[config.mk]
export PLATFORM = sky130hd
export DESIGN_NAME = breathe_sequencer
export DESIGN_NICKNAME = d
export VERILOG_FILES = /design/src/rtl/breathe_pkg.sv /design/src/rtl/breathe_tick_gen.sv /design/src/rtl/breathe_sequencer.sv
export SDC_FILE = /design/constraint.sdc
export NUM_CORES = 1
export LEC_CHECK = 0
export CORE_MARGIN = 3
export CORE_UTILIZATION = 50
export CTS_CLUSTER_SIZE = 10
export DETAILED_ROUTE_END_ITERATION = 10
export PLACE_DENSITY = 0.72
export SYNTH_ARGS = -nofsm -noshare
export SYNTH_HDL_FRONTEND = slang
export SYNTH_SLANG_ARGS = --single-unit
[constraint.sdc]
create_clock -name clk -period 2.81 [get_ports clk]
set_clock_uncertainty 0.1 [all_clocks]
set_input_delay 0.843 -clock clk [delete_from_list [all_inputs] [get_ports clk]]
set_output_delay 0.843 -clock clk [all_outputs]
set_load 0.02 [all_outputs]
[src/rtl/breathe_pkg.sv]
// Shared types and sizing helpers for the breathing-light sequencer.
package breathe_pkg;

    typedef enum logic [2:0] {
        IDLE    = 3'd0,
        UP      = 3'd1,
        HOLD_HI = 3'd2,
        DOWN    = 3'd3,
        HOLD_LO = 3'd4
    } state_e;

    // Default full-on duty for the stock 5-bit PWM period.
    localparam int DUTY_MAX = 32;

    // Bits needed to hold values 0..n-1 (never less than one).
    function automatic int cnt_w(input int n);
        return (n <= 2) ? 1 : $clog2(n);
    endfunction

    function automatic int imax(input int a, input int b);
        return (a > b) ? a : b;
    endfunction

    function automatic int duty_max(input int bits);
        return 1 << bits;
    endfunction

endpackage

[src/rtl/breathe_tick_gen.sv]
// Tick prescaler: one-clk tick every DIV clocks, with DIV re-chosen only when the count wraps.
module breathe_tick_gen
    import breathe_pkg::*;
#(
    parameter int DIV_FAST = 2500,
    parameter int DIV_SLOW = 5000
) (
    input  logic clk,
    input  logic rst_n,
    input  logic clr_i,
    input  logic speed_ctrl_i,
    output logic tick_o
);

    localparam int CW = cnt_w(imax(DIV_FAST, DIV_SLOW));

    logic [CW-1:0] div_cnt_q, div_cnt_d, div_last;
    logic          fast_q, fast_d;

    assign div_last = fast_q ? CW'(DIV_FAST - 1) : CW'(DIV_SLOW - 1);
    assign tick_o   = !clr_i && (div_cnt_q == div_last);

    // While cleared the counter sits at a wrap point, so the speed keeps tracking the switch.
    always_comb begin
        div_cnt_d = div_cnt_q + 1'b1;
        fast_d    = fast_q;
        if (clr_i || tick_o) begin
            div_cnt_d = '0;
            fast_d    = speed_ctrl_i;
        end
    end

    always_ff @(posedge clk or negedge rst_n) begin
        if (!rst_n) begin
            div_cnt_q <= '0;
            fast_q    <= 1'b0;
        end else begin
            div_cnt_q <= div_cnt_d;
            fast_q    <= fast_d;
        end
    end

endmodule

[src/rtl/breathe_sequencer.sv]
// Breathing-light controller: ramps a PWM duty up, holds, ramps down, holds, and
// steers it to one channel at a time (chase) or all channels together (unison).
module breathe_sequencer
    import breathe_pkg::*;
#(
    parameter int CH_N       = 4,
    parameter int PWM_BITS   = 5,
    parameter int DIV_FAST   = 2500,
    parameter int DIV_SLOW   = 5000,
    parameter int HOLD_STEPS = 8
) (
    input  logic                    clk,
    input  logic                    rst_n,
    input  logic                    enable,
    input  logic                    speed_ctrl,
    input  logic                    chase_en,
    output logic [CH_N-1:0]         led_out,
    output logic [$clog2(CH_N)-1:0] active_ch,
    output logic                    busy,
    output logic                    cycle_done
);

    localparam int CH_W  = $clog2(CH_N);
    localparam int DW    = PWM_BITS + 1;
    localparam int HW    = cnt_w(HOLD_STEPS);
    localparam int D_MAX = duty_max(PWM_BITS);

    state_e              state_q, state_d;
    logic [PWM_BITS-1:0] pwm_cnt_q;
    logic [DW-1:0]       duty_q;
    logic [HW-1:0]       hold_cnt_q;
    logic                chase_q;
    logic [CH_W-1:0]     active_ch_q;
    logic [CH_N-1:0]     led_q, led_d;

    logic tick, period_end, hold_last, run;
    logic breath_end, latch_chase;

    assign run        = enable && (state_q != IDLE);
    assign period_end = tick && (pwm_cnt_q == '1);
    assign hold_last  = (hold_cnt_q == HW'(HOLD_STEPS - 1));

    breathe_tick_gen #(
        .DIV_FAST (DIV_FAST),
        .DIV_SLOW (DIV_SLOW)
    ) u_tick (
        .clk          (clk),
        .rst_n        (rst_n),
        .clr_i        (!run),
        .speed_ctrl_i (speed_ctrl),
        .tick_o       (tick)
    );

    // ---------------- FSM ----------------
    always_ff @(posedge clk or negedge rst_n) begin
        if (!rst_n) state_q <= IDLE;
        else        state_q <= state_d;
    end

    always_comb begin
        state_d = state_q;
        if (!enable) begin
            state_d = IDLE;
        end else begin
            case (state_q)
                IDLE:    state_d = UP;
                UP:      if (period_end && duty_q == DW'(D_MAX - 1)) state_d = HOLD_HI;
                HOLD_HI: if (period_end && hold_last)                state_d = DOWN;
                DOWN:    if (period_end && duty_q == DW'(1))         state_d = HOLD_LO;
                HOLD_LO: if (period_end && hold_last)                state_d = UP;
                default: state_d = IDLE;
            endcase
        end
    end

    always_comb begin
        busy        = (state_q != IDLE);
        breath_end  = enable && (state_q == HOLD_LO) && period_end && hold_last;
        latch_chase = enable && ((state_q == IDLE) || breath_end);
        cycle_done  = breath_end && (!chase_q || active_ch_q == CH_W'(CH_N - 1));
    end

    // ---------------- PWM counter, duty ramp, hold counter ----------------
    always_ff @(posedge clk or negedge rst_n) begin
        if (!rst_n) begin
            pwm_cnt_q  <= '0;
            duty_q     <= '0;
            hold_cnt_q <= '0;
        end else if (!run) begin
            pwm_cnt_q  <= '0;
            duty_q     <= '0;
            hold_cnt_q <= '0;
        end else if (tick) begin
            pwm_cnt_q <= pwm_cnt_q + 1'b1;
            if (period_end) begin
                case (state_q)
                    UP:      duty_q <= duty_q + 1'b1;
                    DOWN:    duty_q <= duty_q - 1'b1;
                    default: duty_q <= duty_q;
                endcase
                hold_cnt_q <= ((state_q == HOLD_HI || state_q == HOLD_LO) && !hold_last)
                              ? hold_cnt_q + 1'b1 : '0;
            end
        end
    end

    // ---------------- channel pointer ----------------
    // Chase mode is only re-read between breaths; active_ch survives an abort.
    always_ff @(posedge clk or negedge rst_n) begin
        if (!rst_n) begin
            chase_q     <= 1'b0;
            active_ch_q <= '0;
        end else begin
            if (latch_chase)
                chase_q <= chase_en;
            if (breath_end) begin
                if (!chase_q || active_ch_q == CH_W'(CH_N - 1))
                    active_ch_q <= '0;
                else
                    active_ch_q <= active_ch_q + 1'b1;
            end
        end
    end

    // ---------------- output register ----------------
    for (genvar i = 0; i < CH_N; i++) begin : g_ch
        assign led_d[i] = enable
                       && ({1'b0, pwm_cnt_q} < duty_q)
                       && (!chase_q || active_ch_q == CH_W'(i));
    end

    always_ff @(posedge clk or negedge rst_n) begin
        if (!rst_n) led_q <= '0;
        else        led_q <= led_d;
    end

    assign led_out   = led_q;
    assign active_ch = active_ch_q;

endmodule

==> results of run 1 <==
[final cells by class]
class / count / area share
inverters: 13 / 0.01739
multi-input cells: 179 / 0.4565
clock buffers: 7 / 0.03076
clock inverters: 1 / 0.001783
well taps: 52 / 0.02318
flip-flops and latches: 38 / 0.3388
repair buffers: 46 / 0.1315
[sequential cells by signal, summed over array words and instances (netlist names)]
signal / cells
state_q: 3
pwm_cnt_q: 5
active_ch: 2
chase_q: 1
u_tick.fast_q: 1
led_out: 4
duty_q: 6
hold_cnt_q: 3
u_tick.div_cnt_q: 13
[layer usage]
| metal | GRT usage | wire, um | up-vias |
|---|---|---|---|
| li1 | - | - | 937 |
| met5 | 0 | 0 | - |
| met4 | 0.06841 | 82 | 0 |
| met1 | 0.2964 | 2499 | 936 |
| met2 | 0.3248 | 2353 | 28 |
| met3 | 0.04378 | 177 | 10 |
[power by group]
group | switching, mW | leakage (nW) | internal [mW]
combinational | 0.0371 | 0.745 | 0.0268
sequential | 0.00658 | 0.518 | 0.552
clock | 0.198 | 0.0482 | 0.198
[logic make-up after synthesis]
kind of cell | count (synthesis)
buffers and inverters | 20
AND/OR/NAND/NOR | 107
XOR/XNOR | 17
adder cells (fa/ha/maj) | 16
AO/OA/AOI/OAI | 33
flip-flops | 38
multiplexers | 6
[worst register-to-register path, cell delays in order (launching register included)]
cell and delay, ns:
dfrtp_1 0.48, buf_4 0.20, nand3b_2 0.20, or4_1 0.51
a2111oi_4 0.40, nor3_1 0.08, a21o_1 0.17
[stage by stage]
step | power [mW] | cells | util | hold WS [ns] | cell area [um2]
6_report | 1.018 | 336 | 0.6358 | 0.2953 | 2806
5_1_grt | 1.058 | 336 | 0.6358 | 0.3016 | 2806
4_1_cts | 1.027 | 336 | 0.6352 | 0.2951 | 2804
3_5_place_dp | 0.6305 | 325 | 0.6080 | 0.3927 | 2684
3_3_place_gp | 0.6297 | 325 | 0.6080 | 0.3800 | 2684
2_1_floorplan | 0.5973 | 237 | - | 0.3403 | 2308
[timing repair]
action,4_1_cts,5_1_grt
pin swaps,3,0
buffers inserted,3,0
endpoints found under the setup margin,1,2
resized for setup,8,1
[worst max-delay path by stage]
| stage | start | to | cells after the start |
|---|---|---|---|
| floorplan | u_tick.div_cnt_q[10] | cycle_done | 6 |
| global placement | enable | cycle_done | 7 |
| detailed placement | enable | cycle_done | 7 |
| CTS | u_tick.div_cnt_q[10] | cycle_done | 6 |
| global route | u_tick.div_cnt_q[10] | cycle_done | 6 |
| finish | u_tick.div_cnt_q[10] | cycle_done | 6 |
[layout by cell type, fill, tap and decap left out, drive strengths merged, types with 5 or more instances in the layout]
cell type | synthesis | routed
a21oi | 7 | 7
and3 | 9 | 9
buf | 3 | 36
clkbuf | 4 | 7
clkdlybuf4s50 | 0 | 8
dfrtp | 38 | 38
ha | 16 | 16
inv | 13 | 13
nand2 | 17 | 17
nand2b | 5 | 5
nand3 | 14 | 14
nand4 | 6 | 6
nor2 | 26 | 26
nor3 | 12 | 12
o21ai | 10 | 10
xnor2 | 8 | 8
xor2 | 9 | 9
==> out/metrics.cfg, run 1 <==
[cells_and_area]
fill_cells = 357
multiInputGateArea_um2 = 1281
nNetsFinal = 304
antenna_cells = 0
register_area_um2 = 950.9
drive_gt1_frac = 0.1937
syn_to_final_growth_pct = 21.77

[clock_network]
cts_htree_levels = 2
hold_buffers = 0
cts_tree = built
root_buffer = clkbuf_8
clk_pin_slew_ns = 0.07
cts.sinks = 38
clockBufferDepth = 2
clock_latency_ns = 0.29
cts_buffers = 5

[sta]
finalSetupViolCount = 1
worst_slack_ns = -0.03953
hold_viol = 0
layout_worst_path_cycle_share = 1.014
finalMaxSlewViolations = 0
fmax_mhz = 350.9
tns_ns = -0.03953
worst_pin_slew_ns = 0.4804
finalCriticalPeriod_ns = 2.850
max_slew_margin = 0.6715
rsz0062_at_grt = true

[worst_hold_path]
hold_path_class = in -> async

[die]
ios = 13
die-width_um = 73.89
die_h_um = 73.89
rows = 24
initial_core_util = 0.5221
dieArea_um2 = 5460
coreArea_um2 = 4414

[logic_synthesis]
synth_mux_area_frac = 0.02932
ys_types = 49
yosysWarnings = 0
yosysTopAreaCell = dfrtp_1
ys_async_sr_fraction = 1.000
synth_area_leaders = dfrtp_1, ha_1, nor2_1, xor2_1, nand3_1
seq_area_frac_synth = 0.4126
synth-main-ff-cell = dfrtp_1
avgSynthCellArea_um2 = 9.725
synth_compound_area_frac = 0.1021
synth-adder-area-share = 0.08686
syn_inst = 237
yosys.cell_count.top_type = dfrtp_1
syn-cell-area_um2 = 2305
synth_top_family_by_area = simple AND/OR/NAND/NOR gates
synth-xor-area-share = 0.06460
synth.cells.most_frequent = dfrtp_1, nor2_1, nand2_1
synth_edf_count = 0
synthSimpleGateAreaFrac = 0.2671
yosysTopAreaCellShare = 0.4126
synth_nets = 258
yosys_register_bits = 38

[critical_path]
critPathMaxFanout = 2
slowest_stage = or4b_4
ff2ff_setup_slack_ns = 0.58
cp.required_ns = 1.87
cp-end-kind = output port
arrival_ns = 1.91
crit_buf_inv = 1
worstRegToRegCells = 6
path_cells = nand4bb_4 > or4b_4 > nor2_4 > nand4_1 > a21oi_2 > buf_4
worst_setup_path_start_kind = flip-flop
timing.rr.start = state_q[1]
crit_family = simple AND/OR/NAND/NOR gates
crit_type = reg -> out
max_stage_delay_ns = 0.52
r2r_end = duty_q[3]

[run_status]
violations = negative setup slack
outcome = finished, violations left

[drt]
via_per_inst = 5.688
ant_nets = 0
num_vias = 1911
routed_wl_mm = 5.113
wl_per_cell_um = 15.22
drc_errors = 0
dr.pass1.iters = 4
first_iter_violations = 100

[power]
p_per_area_nw_per_um2 = 362.9
ir_worst_vdd_mv = 0.2565
p_leak_nw = 1.311

[grt]
antenna_found_initial = 0
grt_max_degree = 17
grt_overflow = 0
grt_pass1_wl_mm = 8.721
grt_pass1_vias = 1848
grtUsageTotal = 0.2113

[job]
cap_violations = 0

[place]
numPortBuffers = 12
routabilityCongestion = 0.9405
dp_slack_ns = -0.7944
detailed_place_hpwl_mm = 3.702

No activity file was read; power rests on OpenSTA's default activity.
==> run 2: changes to the inputs <==
Settings changed: CTS_CLUSTER_SIZE 10 to 8.
==> results of run 2 <==
Same layout as run 1: the final DEF is identical, and so are final timing and power.
==> run 3: changes to the inputs <==
Settings changed: ABC_CLOCK_PERIOD_IN_PS from default to 2810.
==> results of run 3 <==
Same layout as run 1: the final DEF is identical, and so are final timing and power.
